`config.mk`:
```
export PLATFORM = sky130hd
export DESIGN_NAME = fir_mac_sequencer_flat
export DESIGN_NICKNAME = d
export VERILOG_FILES = /design/src/rtl/fir_mac_sequencer_if.sv /design/src/rtl/fir_mac_sequencer.sv /design/src/flat_wrapper.sv
export SDC_FILE = /design/constraint.sdc
export NUM_CORES = 1
export LEC_CHECK = 0
export ABC_AREA = 1
export ABC_CLOCK_PERIOD_IN_PS = 1790
export CORE_ASPECT_RATIO = 1.5
export CORE_MARGIN = 4
export CORE_UTILIZATION = 48
export CTS_BUF_LIST = sky130_fd_sc_hd__clkbuf_8
export CTS_CLUSTER_SIZE = 8
export DETAILED_ROUTE_END_ITERATION = 10
export MAX_ROUTING_LAYER = met4
export PLACE_DENSITY = 0.92
export SLEW_MARGIN = 20
export SYNTH_ARGS = -nofsm -noshare
export SYNTH_HDL_FRONTEND = slang
export SYNTH_SLANG_ARGS = --single-unit
```
`constraint.sdc`:
```
create_clock -name clk -period 1.79 [get_ports clk]
set_input_delay 0.358 -clock clk [delete_from_list [all_inputs] [get_ports clk]]
set_output_delay 0.358 -clock clk [all_outputs]
set_load 0.05 [all_outputs]
```
`src/rtl/fir_mac_sequencer_if.sv`:
```
// Handshake and memory/MAC control bundle between the FIR sequencer and its surroundings.
// The master side is the sequencer; the slave side is the sample source, RAM/ROM and MAC.
interface fir_mac_sequencer_if #(
   parameter int unsigned TAPS = 8,
   parameter int unsigned DW   = 8
);
   localparam int unsigned AW = (TAPS > 1) ? $clog2(TAPS) : 1;

   logic          in_valid;
   logic          in_ready;
   logic [DW-1:0] in_data;
   logic          samp_we;
   logic [AW-1:0] samp_waddr;
   logic [DW-1:0] samp_wdata;
   logic [AW-1:0] samp_raddr;
   logic [AW-1:0] coef_addr;
   logic          mac_clr;
   logic          mac_en;
   logic          tap_valid;
   logic          out_valid;
   logic          out_ready;

   modport master (
      input  in_valid, in_data, out_ready,
      output in_ready, samp_we, samp_waddr, samp_wdata, samp_raddr, coef_addr,
             mac_clr, mac_en, tap_valid, out_valid
   );

   modport slave (
      output in_valid, in_data, out_ready,
      input  in_ready, samp_we, samp_waddr, samp_wdata, samp_raddr, coef_addr,
             mac_clr, mac_en, tap_valid, out_valid
   );
endinterface

```
`src/rtl/fir_mac_sequencer.sv`:
```
// Control sequencer for a time-multiplexed FIR: accepts a sample, writes it to the circular
// sample RAM, steps the shared MAC through all taps, then holds the result until taken.
module fir_mac_sequencer #(
   parameter int unsigned TAPS = 8,
   parameter int unsigned DW   = 8
) (
   input  logic clk,
   input  logic rst_n,
   input  logic en,
   input  logic flush,
   output logic busy,
   fir_mac_sequencer_if.master bus
);
   localparam int unsigned AW = (TAPS > 1) ? $clog2(TAPS) : 1;
   localparam int unsigned FW = $clog2(TAPS + 1);
   localparam logic [AW-1:0] LastIdx = AW'(TAPS - 1);
   localparam logic [FW-1:0] FillMax = FW'(TAPS);

   typedef enum logic [1:0] {StIdle, StLoad, StMac, StDone} state_e;

   state_e        state_q, state_d;
   logic [AW-1:0] wr_ptr_q, wr_ptr_d;
   logic [AW-1:0] k_q, k_d;
   logic [FW-1:0] fill_q, fill_d;
   logic [DW-1:0] wdata_q, wdata_d;
   logic [AW-1:0] raddr;
   logic          accept;

   assign bus.in_ready   = (state_q == StIdle) & en & ~flush;
   assign accept         = bus.in_valid & bus.in_ready;
   assign busy           = (state_q != StIdle);
   assign bus.samp_wdata = wdata_q;

   always_ff @(posedge clk or negedge rst_n) begin
      if (!rst_n) begin
         state_q  <= StIdle;
         wr_ptr_q <= '0;
         k_q      <= '0;
         fill_q   <= '0;
         wdata_q  <= '0;
      end else begin
         state_q  <= state_d;
         wr_ptr_q <= wr_ptr_d;
         k_q      <= k_d;
         fill_q   <= fill_d;
         wdata_q  <= wdata_d;
      end
   end

   always_comb begin
      state_d  = state_q;
      wr_ptr_d = wr_ptr_q;
      k_d      = k_q;
      fill_d   = fill_q;
      wdata_d  = wdata_q;
      if (flush) begin
         state_d  = StIdle;
         wr_ptr_d = '0;
         k_d      = '0;
         fill_d   = '0;
      end else begin
         unique case (state_q)
            StIdle: begin
               if (accept) begin
                  wdata_d = bus.in_data;
                  state_d = StLoad;
               end
            end
            StLoad: begin
               fill_d  = (fill_q == FillMax) ? fill_q : fill_q + 1'b1;
               k_d     = '0;
               state_d = StMac;
            end
            StMac: begin
               if (k_q == LastIdx) begin
                  k_d     = '0;
                  state_d = StDone;
               end else begin
                  k_d = k_q + 1'b1;
               end
            end
            StDone: begin
               if (bus.out_ready) begin
                  wr_ptr_d = (wr_ptr_q == LastIdx) ? '0 : wr_ptr_q + 1'b1;
                  state_d  = StIdle;
               end
            end
            default: state_d = StIdle;
         endcase
      end
   end

   // Newest sample sits at wr_ptr; tap k reads k samples back, wrapping at TAPS explicitly.
   always_comb begin
      if (wr_ptr_q >= k_q) begin
         raddr = wr_ptr_q - k_q;
      end else begin
         raddr = AW'(TAPS - 32'(k_q) + 32'(wr_ptr_q));
      end
   end

   always_comb begin
      bus.samp_we    = 1'b0;
      bus.samp_waddr = '0;
      bus.samp_raddr = '0;
      bus.coef_addr  = '0;
      bus.mac_clr    = 1'b0;
      bus.mac_en     = 1'b0;
      bus.tap_valid  = 1'b0;
      bus.out_valid  = 1'b0;
      unique case (state_q)
         StLoad: begin
            bus.samp_we    = 1'b1;
            bus.samp_waddr = wr_ptr_q;
            bus.mac_clr    = 1'b1;
         end
         StMac: begin
            bus.mac_en     = 1'b1;
            bus.coef_addr  = k_q;
            bus.samp_raddr = raddr;
            bus.tap_valid  = (32'(k_q) < 32'(fill_q));
         end
         StDone: bus.out_valid = 1'b1;
         default: ;
      endcase
   end
endmodule
```
`src/flat_wrapper.sv`:
```
// flat-port wrapper written by rule: the top's interface ports become plain ports
module fir_mac_sequencer_flat 
#(
   parameter int unsigned TAPS = 8,
   parameter int unsigned DW   = 8
)
  (clk, rst_n, en, flush, busy, bus_in_valid, bus_in_data, bus_out_ready, bus_in_ready, bus_samp_we, bus_samp_waddr, bus_samp_wdata, bus_samp_raddr, bus_coef_addr, bus_mac_clr, bus_mac_en, bus_tap_valid, bus_out_valid);
  fir_mac_sequencer_if #(.TAPS(TAPS), .DW(DW)) bus_i ();
  input  logic clk;
  input  logic rst_n;
  input  logic en;
  input  logic flush;
  output logic busy;
  input wire logic [$bits(bus_i.in_valid)-1:0] bus_in_valid;
  input wire logic [$bits(bus_i.in_data)-1:0] bus_in_data;
  input wire logic [$bits(bus_i.out_ready)-1:0] bus_out_ready;
  output wire logic [$bits(bus_i.in_ready)-1:0] bus_in_ready;
  output wire logic [$bits(bus_i.samp_we)-1:0] bus_samp_we;
  output wire logic [$bits(bus_i.samp_waddr)-1:0] bus_samp_waddr;
  output wire logic [$bits(bus_i.samp_wdata)-1:0] bus_samp_wdata;
  output wire logic [$bits(bus_i.samp_raddr)-1:0] bus_samp_raddr;
  output wire logic [$bits(bus_i.coef_addr)-1:0] bus_coef_addr;
  output wire logic [$bits(bus_i.mac_clr)-1:0] bus_mac_clr;
  output wire logic [$bits(bus_i.mac_en)-1:0] bus_mac_en;
  output wire logic [$bits(bus_i.tap_valid)-1:0] bus_tap_valid;
  output wire logic [$bits(bus_i.out_valid)-1:0] bus_out_valid;
  assign bus_i.in_valid = bus_in_valid;
  assign bus_i.in_data = bus_in_data;
  assign bus_i.out_ready = bus_out_ready;
  assign bus_in_ready = bus_i.in_ready;
  assign bus_samp_we = bus_i.samp_we;
  assign bus_samp_waddr = bus_i.samp_waddr;
  assign bus_samp_wdata = bus_i.samp_wdata;
  assign bus_samp_raddr = bus_i.samp_raddr;
  assign bus_coef_addr = bus_i.coef_addr;
  assign bus_mac_clr = bus_i.mac_clr;
  assign bus_mac_en = bus_i.mac_en;
  assign bus_tap_valid = bus_i.tap_valid;
  assign bus_out_valid = bus_i.out_valid;
  fir_mac_sequencer #(.TAPS(TAPS), .DW(DW)) u_core (.clk(clk), .rst_n(rst_n), .en(en), .flush(flush), .busy(busy), .bus(bus_i));
endmodule
```
==> impl_metrics.yaml <==
clocking:
  path_clk_slew_ns: 0.07
  htreeDepth: 1
  cts_tree: "built"
  clk_latency_ns: 0.26
  cts_max_path_buffers: 2
  cts_hold_buf: 0
  clock_sinks: 20
  cts_root_buffer: "clkbuf_8"
  numCtsBuffers: 3
placed_design:
  post-place-ws_ns: 0.0169
  hpwl_um: 2510
  finalWeightedCongestion: 0.797
  dp_cells: 242
  portBuffers: 37
global_route:
  grt_pass1_wl_um: 6070
  overflow: 0
  grt_max_degree: 21
  grt_util_all_layers_pct: 23.1
  grt_pass1_vias: 1350
  antenna_found_initial: 0
floorplanning:
  core_um2: 2500
  die_x_um: 50.0
  dieArea_um2: 3550
  die_h_um: 71.0
  start_util_pct: 50.7
  ios: 38
  rows: 22
final_layout:
  instances_no_fill: 263
  drive_gt1_share_pct: 37.0
  layout_commonest_cell: "nand2_1"
  antenna_cells: 0
  layout.nets: 256
  fin_util_pct: 86.1
  area.growth.synth_to_final_pct: 69.7
  layout_common_cells: "nand2_1, buf_4, dfrtp_1"
sta:
  hold_slack_ns: 0.448
  drv_slew: 0
  layout_worst_path_cycle_share_pct: 114
  clock_skew_ns: 0.00270
  hold_viol_final: 0
  slew_headroom_pct: 78.5
  setup_viol: 4
  finalWorstSetupSlack_ns: -0.257
  post-route-min-period_ns: 2.05
  worst_pin_slew_ns: 0.319
  fmax_ghz: 0.489
  rsz0062_at_grt: "true"
route:
  wl_um: 4310
  highest-signal-layer: "met4"
  drtAntennaViolNets: 0
  wl_met1_um: 1530
  wl_met3_um: 189
  drt_iter0_drc: 54
  first_pass_iters: 4
  drc: 0
  drt-vias-per-instance: 5.27
  wl_met2_um: 2450
  wl_per_cell_um: 16.4
  routed-via-count: 1385
status:
  violations: "negative setup slack"
  status: "finished, violations left"
power_and_ir_drop:
  switchingPower_uw: 1650
  p_comb_share_pct: 68.6
  swShare_pct: 48.4
  p_per_area_nw_per_um2: 1580
  p_leak_uw: 0.00110
  vdd_drop_max_mv: 1.43
  design_power_total_uw: 3420
  p_seq_share_pct: 21.1
  clkPwrFrac_pct: 10.3
  p_int_uw: 1760
hold_path:
  hold_path.class: "primary input to async pin"
critical_path:
  critPathMaxFanout: 2
  path_class: "flip-flop to output pin"
  critPathCaptureType: "output pin"
  crit_arrival_ns: 1.69
  start_kind: "flip-flop"
  cp.required_ns: 1.43
job:
  maxCapViolCount: 0
synthesis:
  synth-seq-cells: 20
  syn-num-nets: 193
  synth_top_cell_by_area: "dfrtp_1"
  synth_area_um2: 1270
  ys_seq_area_share_pct: 39.4
  synth_area_leaders: "dfrtp_1, nand2_1, ha_1"
  synth_top_area_share_pct: 39.4
  synth.distinct_cells: 22
  synthCells: 165
  yosys_warnings: 0
  avgSynthCellArea_um2: 7.70
[routing by layer]
layer | vias up | GRT usage, %
met2 | 64 | 45.2
met3 | 12 | 2.74
met1 | 675 | 22.5
li1 | 634 | -
met4 | 0 | 7.38
met5 | - | -
[final cells by class]
| cell class | instances | area (µm²) |
|---|---|---|
| timing repair buffer | 62 | 702 |
| clock buffer | 4 | 55.1 |
| tap | 36 | 45.0 |
| fill | 115 | 348 |
| multi-input combinational | 111 | 728 |
| sequential | 20 | 502 |
| inverter | 30 | 125 |
[registers in the layout, indices dropped and copies added (netlist names)]
signal,cells
u_core.k_q,3
u_core.fill_q,4
u_core.wr_ptr_q,3
u_core.state_q,2
u_core.bus.samp_wdata,8
[critical path, stage by stage, from the launching register on]
cell,delay (ns)
dfrtp_1,0.43
ha_4,0.18
inv_2,0.05
fa_2,0.43
nand2_2,0.09
clkinvlp_4,0.10
buf_12,0.15
[metrics by stage]
step	instance area [µm²]	TNS (ns)
after floorplan	1300	-1.62
final	2160	-0.500
after global placement	1890	0
after global routing	2160	-0.805
after CTS	2050	-0.491
after detailed placement	1890	0
[synthesized netlist by cell type]
master	instances
nand4_1	4
buf_6	1
mux2i_1	1
nor2_1	12
nand2_1	51
buf_4	2
nor3_4	1
o21ai_0	6
ha_1	13
inv_2	1
nand3_1	14
clkbuf_1	1
fa_1	1
or2_2	1
nand2_4	1
a21oi_1	2
xor2_1	1
inv_1	29
o22ai_1	1
nand3b_1	1
a211oi_1	1
dfrtp_1	20
[logic make-up after synthesis]
group | Yosys count | share of synthesized area (%)
xor+xnor | 1 | 0.689
fa+ha+maj | 14 | 14.4
flops | 20 | 39.4
buf+inv | 34 | 11.2
simple gates | 85 | 29.3
mux | 1 | 0.787
compound gates | 10 | 4.23
[path summary, 6_finish.rpt]
| path | start | end | slack [ns] | cells past startpoint |
|---|---|---|---|---|
| worst max register to register | u_core.wr_ptr_q[0] | u_core.wr_ptr_q[2] | 0.11 | 7 |
| worst min-delay path | rst_n | u_core.wr_ptr_q[2] | 0.45 | 2 |
| worst max-delay path | u_core.k_q[0] | bus_samp_raddr[1] | -0.26 | 6 |
| min in group clk | u_core.bus.samp_wdata[6] | u_core.bus.samp_wdata[6] | 0.49 | 2 |
| max in group asynchronous | rst_n | u_core.k_q[2] | 1.10 | 2 |
| worst min register to register | u_core.bus.samp_wdata[6] | u_core.bus.samp_wdata[6] | 0.49 | 2 |
[power groups by stage]
stage / Sequential, µW / Clock [µW] / Combinational [µW]
final: 720 / 351 / 2340
after detailed placement: 726 / 0 / 1850
after floorplan: 1030 / 0 / 832
after global placement: 720 / 0 / 1800
after global routing: 731 / 377 / 2450
after CTS: 705 / 350 / 2050
[what timing repair did]
action | in CTS | in global routing
setup endpoints to repair | 8 | 10
buffers inserted | 10 | 7
pin swaps | 1 | 4
gates resized for setup | 10 | 19
(Power assumes the default switching activity.)
